## src/rtl/mem_ctrl_pkg.sv

```systemverilog
// Shared memory-controller types: sequencer state encodings and bus width defaults.
// Imported by the load/store sequencers and the arbiter.
package mem_ctrl_pkg;

  localparam int MC_ADDR_W = 16;
  localparam int MC_DATA_W = 16;

  typedef enum logic [1:0] {
    LD_IDLE = 2'd0,
    LD_READ = 2'd1,
    LD_DONE = 2'd2,
    LD_ERR  = 2'd3
  } ld_state_e;

  typedef enum logic [1:0] {
    ST_IDLE  = 2'd0,
    ST_WRITE = 2'd1,
    ST_DONE  = 2'd2,
    ST_ERR   = 2'd3
  } st_state_e;

endpackage

```

## src/rtl/load_state_machine_if.sv

```systemverilog
// Load sequencer bus: core-side request/write-back and data-memory read port.
// slave = sequencer side, master = requester/memory side.
interface load_state_machine_if #(
  parameter int ADDR_W = 16,
  parameter int DATA_W = 16
);
  logic              loadReq;
  logic [ADDR_W-1:0] addrIn;
  logic              memReady;
  logic [DATA_W-1:0] memDataIn;
  logic [ADDR_W-1:0] memAddr;
  logic              memRead;
  logic [DATA_W-1:0] loadData;
  logic              lwEnable;
  logic              loadEnd;
  logic              busy;
  logic              loadErr;

  modport slave (
    input  loadReq, addrIn, memReady, memDataIn,
    output memAddr, memRead, loadData,
    output lwEnable, loadEnd, busy, loadErr
  );

  modport master (
    output loadReq, addrIn, memReady, memDataIn,
    input  memAddr, memRead, loadData,
    input  lwEnable, loadEnd, busy, loadErr
  );
endinterface

```

## src/rtl/load_state_machine.sv

```systemverilog
// Load sequencer: latch address, strobe memory read until ready, capture word, pulse write-back.
// Optional READ timeout abort enabled by defining LOAD_TIMEOUT_EN.
module load_state_machine
  import mem_ctrl_pkg::*;
#(
  parameter int ADDR_W  = MC_ADDR_W,
  parameter int DATA_W  = MC_DATA_W,
  parameter int TIMEOUT = 64
) (
  input logic clk,
  input logic rstn,
  load_state_machine_if.slave bus
);

  ld_state_e         state_q;
  logic [ADDR_W-1:0] addr_q;
  logic [DATA_W-1:0] data_q;

`ifdef LOAD_TIMEOUT_EN
  localparam int TW = (TIMEOUT > 2) ? $clog2(TIMEOUT) : 1;
  localparam logic [TW-1:0] TMAX = TW'(TIMEOUT - 1);
  logic [TW-1:0] timer_q;
`else
  logic unused_timeout;
  assign unused_timeout = (TIMEOUT > 0);
`endif

  always_ff @(posedge clk) begin
    if (!rstn) begin
      state_q <= LD_IDLE;
      addr_q  <= '0;
      data_q  <= '0;
`ifdef LOAD_TIMEOUT_EN
      timer_q <= '0;
`endif
    end else begin
      case (state_q)
        LD_IDLE: begin
          if (bus.loadReq) begin
            addr_q  <= bus.addrIn;
            state_q <= LD_READ;
`ifdef LOAD_TIMEOUT_EN
            timer_q <= '0;
`endif
          end
        end
        LD_READ: begin
          // ready in the expiry cycle still captures
          if (bus.memReady) begin
            data_q  <= bus.memDataIn;
            state_q <= LD_DONE;
          end
`ifdef LOAD_TIMEOUT_EN
          else if (timer_q == TMAX) begin
            state_q <= LD_ERR;
          end else begin
            timer_q <= timer_q + 1'b1;
          end
`endif
        end
        LD_DONE: state_q <= LD_IDLE;
        default: state_q <= LD_IDLE;
      endcase
    end
  end

  assign bus.memAddr  = addr_q;
  assign bus.loadData = data_q;
  assign bus.memRead  = (state_q == LD_READ);
  assign bus.lwEnable = (state_q == LD_DONE);
  assign bus.loadEnd  = (state_q == LD_DONE);
  assign bus.busy     = (state_q != LD_IDLE);
`ifdef LOAD_TIMEOUT_EN
  assign bus.loadErr  = (state_q == LD_ERR);
`else
  assign bus.loadErr  = 1'b0;
`endif

endmodule
```

## src/flat_wrapper.sv

```systemverilog
// flat-port wrapper written by rule: the top's interface ports become plain ports
module load_state_machine_flat import mem_ctrl_pkg::*;
#(
  parameter int ADDR_W  = MC_ADDR_W,
  parameter int DATA_W  = MC_DATA_W,
  parameter int TIMEOUT = 64
)
  (clk, rstn, bus_loadReq, bus_addrIn, bus_memReady, bus_memDataIn, bus_memAddr, bus_memRead, bus_loadData, bus_lwEnable, bus_loadEnd, bus_busy, bus_loadErr);
  load_state_machine_if #(.ADDR_W(ADDR_W), .DATA_W(DATA_W)) bus_i ();
  input logic clk;
  input logic rstn;
  input wire logic [$bits(bus_i.loadReq)-1:0] bus_loadReq;
  input wire logic [$bits(bus_i.addrIn)-1:0] bus_addrIn;
  input wire logic [$bits(bus_i.memReady)-1:0] bus_memReady;
  input wire logic [$bits(bus_i.memDataIn)-1:0] bus_memDataIn;
  output wire logic [$bits(bus_i.memAddr)-1:0] bus_memAddr;
  output wire logic [$bits(bus_i.memRead)-1:0] bus_memRead;
  output wire logic [$bits(bus_i.loadData)-1:0] bus_loadData;
  output wire logic [$bits(bus_i.lwEnable)-1:0] bus_lwEnable;
  output wire logic [$bits(bus_i.loadEnd)-1:0] bus_loadEnd;
  output wire logic [$bits(bus_i.busy)-1:0] bus_busy;
  output wire logic [$bits(bus_i.loadErr)-1:0] bus_loadErr;
  assign bus_i.loadReq = bus_loadReq;
  assign bus_i.addrIn = bus_addrIn;
  assign bus_i.memReady = bus_memReady;
  assign bus_i.memDataIn = bus_memDataIn;
  assign bus_memAddr = bus_i.memAddr;
  assign bus_memRead = bus_i.memRead;
  assign bus_loadData = bus_i.loadData;
  assign bus_lwEnable = bus_i.lwEnable;
  assign bus_loadEnd = bus_i.loadEnd;
  assign bus_busy = bus_i.busy;
  assign bus_loadErr = bus_i.loadErr;
  load_state_machine #(.ADDR_W(ADDR_W), .DATA_W(DATA_W), .TIMEOUT(TIMEOUT)) u_core (.clk(clk), .rstn(rstn), .bus(bus_i));
endmodule
```

## config.mk

```make
export PLATFORM = sky130hd
export DESIGN_NAME = load_state_machine_flat
export DESIGN_NICKNAME = d
export VERILOG_FILES = /design/src/rtl/mem_ctrl_pkg.sv /design/src/rtl/load_state_machine_if.sv /design/src/rtl/load_state_machine.sv /design/src/flat_wrapper.sv
export SDC_FILE = /design/constraint.sdc
export NUM_CORES = 1
export LEC_CHECK = 0
export CAP_MARGIN = 10
export CORE_ASPECT_RATIO = 0.6
export CORE_MARGIN = 3
export CORE_UTILIZATION = 35
export DETAILED_ROUTE_END_ITERATION = 12
export PLACE_DENSITY = 0.78
export SLEW_MARGIN = 20
export SYNTH_ARGS = -nofsm -noshare
export SYNTH_HDL_FRONTEND = slang
export SYNTH_SLANG_ARGS = --single-unit
```

## constraint.sdc

```tcl
create_clock -name clk -period 1.12 [get_ports clk]
set_input_delay 0.224 -clock clk [delete_from_list [all_inputs] [get_ports clk]]
set_output_delay 0.224 -clock clk [all_outputs]
set_load 0.02 [all_outputs]
```

==> results of run 1 <==
[per-stage QoR]
| stage | hold slack [ns] | setup TNS, ns |
|---|---|---|
| detailed placement | 0.448 | -10.91 |
| finish | 0.433 | -1.27 |
| CTS | 0.420 | -1.87 |
| global route | 0.459 | -3.57 |
| global placement | 0.441 | -9.80 |
| floorplan | 0.366 | 0 |
[logic make-up (layout without fill, tap and decap cells)]
logic type | count (synthesis) | in the layout
other cells | 1 | 1
simple gates | 73 | 73
flops | 34 | 34
compound gates | 1 | 1
buf+inv | 13 | 87
mux | 32 | 32
[report_power, final]
group          total [mW]  leakage (nW)  internal, mW  switching [mW]
logic               0.553         0.649         0.287           0.266
clock network       0.908        0.0482         0.495           0.412
registers            1.31         0.279          1.28          0.0341
total                2.77         0.976          2.06           0.712
[placed cells by master (no fill, tap or decap), drive strengths merged]
cell	n
or2	1
clkinv	1
nand2	64
nor3b	1
buf	43
nor2b	1
and3b	1
clkdlybuf4s50	34
clkdlybuf4s15	1
and2b	1
mux2i	32
nand2b	3
a21oi	1
and2	1
clkbuf	8
dfxtp	34
conb	1
[cells in the mapped netlist (all sizes together)]
library cell  instances
mux2i                32
nand2b                3
and2                  1
a21oi                 1
clkbuf                3
dfxtp                34
buf                  10
nor2b                 1
conb                  1
or2                   1
nor3b                 1
and3b                 1
nand2                64
and2b                 1
[final cells by class]
type                            count  area, sq um  share of cell area
Clock buffer                        7         86.3              0.0400
Timing Repair Buffer               79          671               0.311
Multi-Input combinational cell    107          651               0.302
Clock inverter                      1         5.00             0.00232
Tap cell                           47         58.8              0.0273
Sequential cell                    34          686               0.318
[worst min-delay path, stage by stage]
cell	delay (ns)
buf_2	0.11
buf_12	0.18
nand2b_1	0.10
a21oi_1	0.04
[worst paths after layout]
kind                                                     startpoint                             endpoint  slack, ns
worst min register to register  u_core.bus.loadData[2]$_SDFFE_PN0P_  u_core.bus.loadData[2]$_SDFFE_PN0P_       0.45
worst max-delay path                 u_core.state_q[0]$_SDFFE_PN0P_                             bus_busy      -0.09
worst max register to register       u_core.state_q[1]$_SDFFE_PN0P_  u_core.bus.loadData[9]$_SDFFE_PN0P_      -0.06
worst min-delay path                                           rstn       u_core.state_q[0]$_SDFFE_PN0P_       0.43
[layer usage]
| metal | part of all wire | track usage | vias to the layer above |
|---|---|---|---|
| li1 | - | - | 631 |
| met1 | 0.46 | 0.181 | 546 |
| met2 | 0.42 | 0.212 | 44 |
| met3 | 0.12 | 0.0864 | 5 |
| met4 | 0.011 | 0.0647 | 0 |
| met5 | 0 | 0 | - |
[what timing repair did]
| action | CTS | global route |
|---|---|---|
| pin swaps | 1 | 1 |
| buffers inserted | 2 | 0 |
| setup endpoints to repair | 69 | 64 |
| resized for setup | 131 | 31 |
| hold endpoints to repair | 0 | 0 |
| cloned | 1 | 1 |
[flip-flops by register name (all words and copies together), names as in the netlist]
register             flops
u_core.bus.loadData     16
u_core.bus.memAddr      16
u_core.state_q           2
==> results.sh, run 1 <==
export IMPL_dpl_cell_area_sq_um=2170
export IMPL_cts_hold_fix_buffers=0
export IMPL_status="finished with violations"
export IMPL_numCtsBuffers=5
export IMPL_dieWidth_um=88.1
export IMPL_max_stage_delay_ns=0.36
export IMPL_powerDensity_nw_per_um2=1290
export IMPL_synthDistinctLibCells=18
export IMPL_syn_area_sq_um=1410
export IMPL_synth_top_family_by_area="multiplexers"
export IMPL_p_leak_nw=0.976
export IMPL_clkTransAtPathRegs_ns=0.06
export IMPL_remaining_drc_errors=0
export IMPL_grt_pass1_wl_um=5610
export IMPL_fillers=359
export IMPL_reg2regPathDepth=4
export IMPL_violations="negative setup slack"
export IMPL_synth_area_per_cell_sq_um=9.18
export IMPL_min_period_over_period=1.08
export IMPL_clock_sinks=34
export IMPL_vdd_ir_drop_worst_v=0.000604
export IMPL_n_antenna_cell=0
export IMPL_grt_overflow_total=0
export IMPL_grt_util_all_layers=0.149
export IMPL_core_area_sq_um=3760
export IMPL_setup_viol=37
export IMPL_synthDominantAreaCellType="dfxtp_1"
export IMPL_rows=17
export IMPL_min_period_ns=1.21
export IMPL_fin_cells=275
export IMPL_fin_worst_skew_ns=0.00271
export IMPL_synthTopCellsByArea="dfxtp_1 (48%), mux2i_1 (23%), nand2_1 (17%), buf_4 (2.1%), buf_12 (1.4%)"
export IMPL_drtAntennaViolNets=0
export IMPL_hold_path_class="input port to flip-flop"
export IMPL_slowest_stage="dfxtp_4"
export IMPL_ys_seq_area_frac=0.481
export IMPL_finalCoreUtilization=0.573
export IMPL_clk_latency_ns=0.28
export IMPL_nets=263
export IMPL_synth_ff_latch_count=34
export IMPL_path_class="flip-flop to primary output"
export IMPL_required_ns=0.90
export IMPL_worstPathMaxFanout=4
export IMPL_vias=1226
export IMPL_synth_nets=190
export IMPL_end_kind="primary output"
export IMPL_post_drt_wl_per_cell_um=12.3
export IMPL_via_per_inst=4.46
export IMPL_cts_tree="yes"
export IMPL_htree_levels=2
export IMPL_fmax_mhz=825
export IMPL_grt_max_degree=67
export IMPL_path_buf_inv=1
export IMPL_grt_setup_unrepaired="true"
export IMPL_place_gp_congestion=0.702
export IMPL_drive_gt1_frac=0.259
export IMPL_start_util=0.376
export IMPL_syn_instance_count=154
export IMPL_synth_mux_area_frac=0.227
export IMPL_root_buffer="clkbuf_8"
export IMPL_grt_pass1_vias=1266
export IMPL_ys_warn_count=0
export IMPL_slew_viol_final=0
export IMPL_antenna_found_initial=0
export IMPL_cp_arrival_ns=0.99
export IMPL_cp_num_cells=2
export IMPL_dpl_worst_slack_ns=-0.331
export IMPL_dp_hpwl_um=2310
export IMPL_yosys_area_share_simple=0.213
export IMPL_placed_cells=265
export IMPL_drt_pass1_iterations=4
export IMPL_power_mw=2.77
export IMPL_area_growth_pct=52.6
export IMPL_cp_top_family="flip-flops"
export IMPL_worst_slack_ns=-0.0927
export IMPL_finalHoldViolations=0
export IMPL_synth_adder_area_share=0
export IMPL_io_pin_count=73
export IMPL_stdcell_area_sq_um=2160
export IMPL_wl_um=3390
export IMPL_synth_top_cell_area_share=0.481
export IMPL_die_y_um=55.2
export IMPL_io_buffers=71
export IMPL_drv_cap=0
export IMPL_synth_xor_area_frac=0
export IMPL_cts_buffer_depth=2
export IMPL_dieArea_sq_um=4860
export IMPL_cp_start_kind="flip-flop"
export IMPL_drtIter0Drc=60
export IMPL_path_cells="or2_4, buf_6"
export IMPL_synth_compound_area_frac=0.00354
export IMPL_hold_depth=4
Power figures use the tool's default switching activity.
==> inputs of run 2 (changes only) <==
--- a/config.mk
+++ b/config.mk
@@ -11,7 +11,6 @@
 export CORE_UTILIZATION = 35
 export DETAILED_ROUTE_END_ITERATION = 12
 export PLACE_DENSITY = 0.78
-export SLEW_MARGIN = 20
 export SYNTH_ARGS = -nofsm -noshare
 export SYNTH_HDL_FRONTEND = slang
 export SYNTH_SLANG_ARGS = --single-unit
==> results of run 2 <==
Final layout, timing and power as in run 1 (identical DEF).
==> inputs of run 3 (changes only) <==
--- a/config.mk
+++ b/config.mk
@@ -8,9 +8,9 @@
 export CAP_MARGIN = 10
 export CORE_ASPECT_RATIO = 0.6
 export CORE_MARGIN = 3
-export CORE_UTILIZATION = 35
+export CORE_UTILIZATION = 39
 export DETAILED_ROUTE_END_ITERATION = 12
-export PLACE_DENSITY = 0.78
+export PLACE_DENSITY = 0.82
 export SYNTH_ARGS = -nofsm -noshare
 export SYNTH_HDL_FRONTEND = slang
 export SYNTH_SLANG_ARGS = --single-unit
==> constraint.sdc (replaced) <==
create_clock -name clk -period 1.18 [get_ports clk]
set_input_delay 0.236 -clock clk [delete_from_list [all_inputs] [get_ports clk]]
set_output_delay 0.236 -clock clk [all_outputs]
set_load 0.02 [all_outputs]
==> run 3 against run 2 <==
Compared with the run above: the flow still finishes with violations (negative setup slack); sequential share of layout area is 1.1 points lower; clock power fell by 6.7%; final area up 3.5%; via count fell by 0.24%; wire length barely moved; critical endpoint unchanged; largest cell class is now non-clock buffers; largest power group unchanged.
==> results.sh, run 3 (same netlist as run 1, synthesis figures left out) <==
export IMPL_status="finished with violations"
export IMPL_violations="negative setup slack"
export IMPL_post_drt_wl_per_cell_um=12.3
export IMPL_power_mw=2.65
export IMPL_drive_gt1_frac=0.254
export IMPL_cp_start_kind="flip-flop"
export IMPL_r2r_start="u_core.state_q[0]$_SDFFE_PN0P_"
export IMPL_vias=1223
export IMPL_dp_hpwl_um=2360
export IMPL_fin_worst_skew_ns=0.00541
export IMPL_worst_slack_ns=-0.102
export IMPL_hold_path_class="input port to flip-flop"
export IMPL_fillers=285
export IMPL_remaining_drc_errors=0
export IMPL_start_util=0.420
export IMPL_min_period_over_period=1.09
export IMPL_pwr_share_seq=0.470
export IMPL_slew_viol_final=0
export IMPL_clk_latency_ns=0.27
export IMPL_timing_setup_tns_ns=-1.19
export IMPL_core_area_sq_um=3360
export IMPL_finalHoldViolations=0
export IMPL_fmax_mhz=780
export IMPL_dieWidth_um=83.7
export IMPL_grt_setup_unrepaired="true"
export IMPL_min_period_ns=1.28
export IMPL_root_buffer="clkbuf_8"
export IMPL_p_sw_mw=0.671
export IMPL_clkPwrFrac=0.319
export IMPL_nets=267
export IMPL_drtAntennaViolNets=0
export IMPL_numCtsBuffers=5
export IMPL_htree_levels=2
export IMPL_cp_arrival_ns=1.05
export IMPL_io_buffers=71
export IMPL_intPower_mw=1.98
export IMPL_drv_cap=0
export IMPL_drt_pass1_iterations=3
export IMPL_dpl_cell_area_sq_um=2160
export IMPL_cts_hold_fix_buffers=0
export IMPL_grt_pass1_wl_um=5520
export IMPL_drtIter0Drc=25
export IMPL_via_per_inst=4.42
export IMPL_layout_commonest_cell="nand2_1"
export IMPL_worstSetupStartpoint="u_core.state_q[1]$_SDFFE_PN0P_"
export IMPL_min_from="rstn"
export IMPL_p_leak_nw=0.986
export IMPL_final_cell_mix="nand2_1 (64), clkdlybuf4s50_1 (34), mux2i_1 (32), dfxtp_1 (32), clkbuf_2 (27)"
export IMPL_stdcell_area_sq_um=2230
export IMPL_antenna_found_initial=0
export IMPL_vdd_ir_drop_worst_v=0.000740
export IMPL_swShare=0.253
export IMPL_required_ns=0.94
export IMPL_area_growth_pct=58.0
export IMPL_cts_buffer_depth=2
export IMPL_dieArea_sq_um=4410
export IMPL_setup_viol=33
export IMPL_grt_max_degree=67
export IMPL_die_y_um=52.6
export IMPL_path_class="flip-flop to primary output"
export IMPL_whs_ns=0.452
export IMPL_cts_tree="yes"
export IMPL_n_antenna_cell=0
export IMPL_wl_um=3400
export IMPL_powerDensity_nw_per_um2=1190
export IMPL_rows=16
export IMPL_clkTransAtPathRegs_ns=0.07
export IMPL_end_kind="primary output"
export IMPL_clock_sinks=34
export IMPL_io_pin_count=73
export IMPL_grt_util_all_layers=0.160
export IMPL_grt_pass1_vias=1198
export IMPL_place_gp_congestion=0.704
export IMPL_dpl_worst_slack_ns=-0.255
export IMPL_grt_overflow_total=0
export IMPL_power_frac_comb=0.210
export IMPL_worstPathMaxFanout=3
run 3: cell types whose count changed in the layout (fill, tap and decap cells not counted):
cell             previous run  this run
nor2b_4                     0         1
buf_4                       2         3
buf_2                      32         2
or2_4                       1         0
clkdlybuf4s15_1             0         3
and2_4                      1         0
clkbuf_2                    0        27
and2_1                      0         1
or2_2                       0         1
nor2b_2                     1         0
buf_12                      2         3
buf_6                       7         8
clkbuf_16                   1         2
run 3: worst max-delay path, stage by stage, from the launching register on:
cell,delay [ns]
dfxtp_2,0.34
or2_2,0.30
buf_6,0.14
run 3: repair_timing:
item                                    CTS  global route
gates cloned                              1             1
endpoints found under the hold margin     0             0
endpoints found under the setup margin   52            66
pin swaps                                 0             1
resized for setup                        85            45
buffers inserted                          1             3
run 3: stage by stage:
step,cells,util
4_1_cts,273,0.680
6_report,277,0.664
3_5_place_dp,263,0.643
3_3_place_gp,263,0.643
2_1_floorplan,154,-
5_1_grt,277,0.664
run 3: worst paths after layout:
kind | endpoint | slack (ns) | cells after the start
max | bus_busy | -0.10 | 2
min | u_core.state_q[0]$_SDFFE_PN0P_ | 0.45 | 4
max reg2reg | u_core.bus.memAddr[9]$_SDFFE_PN0P_ | -0.06 | 4
min reg2reg | u_core.bus.memAddr[14]$_SDFFE_PN0P_ | 0.46 | 2
run 3: area by class of cell:
cell class                      instances  area, sq um  area share
Timing Repair Buffer                   83          749       0.336
Sequential cell                        34          686       0.307
Multi-Input combinational cell        107          651       0.291
Clock buffer                            7         86.3      0.0387
Tap cell                               45         56.3      0.0252
Clock inverter                          1         5.00     0.00224
run 3: per-layer routing:
layer,routed length [um],vias to the layer above,track usage
met4,7,0,0.0321
met3,419,2,0.104
met5,0,-,0
met1,1660,527,0.197
li1,-,645,-
met2,1310,49,0.235
run 3: power by group through the flow:
stage          Sequential, mW  Clock (mW)  Combinational, mW
6_report                 1.25       0.847              0.557
3_3_place_gp             1.27           0              0.553
5_1_grt                  1.25       0.947              0.600
2_1_floorplan            1.34           0              0.204
4_1_cts                  1.25       0.881              0.542
3_5_place_dp             1.27           0              0.560
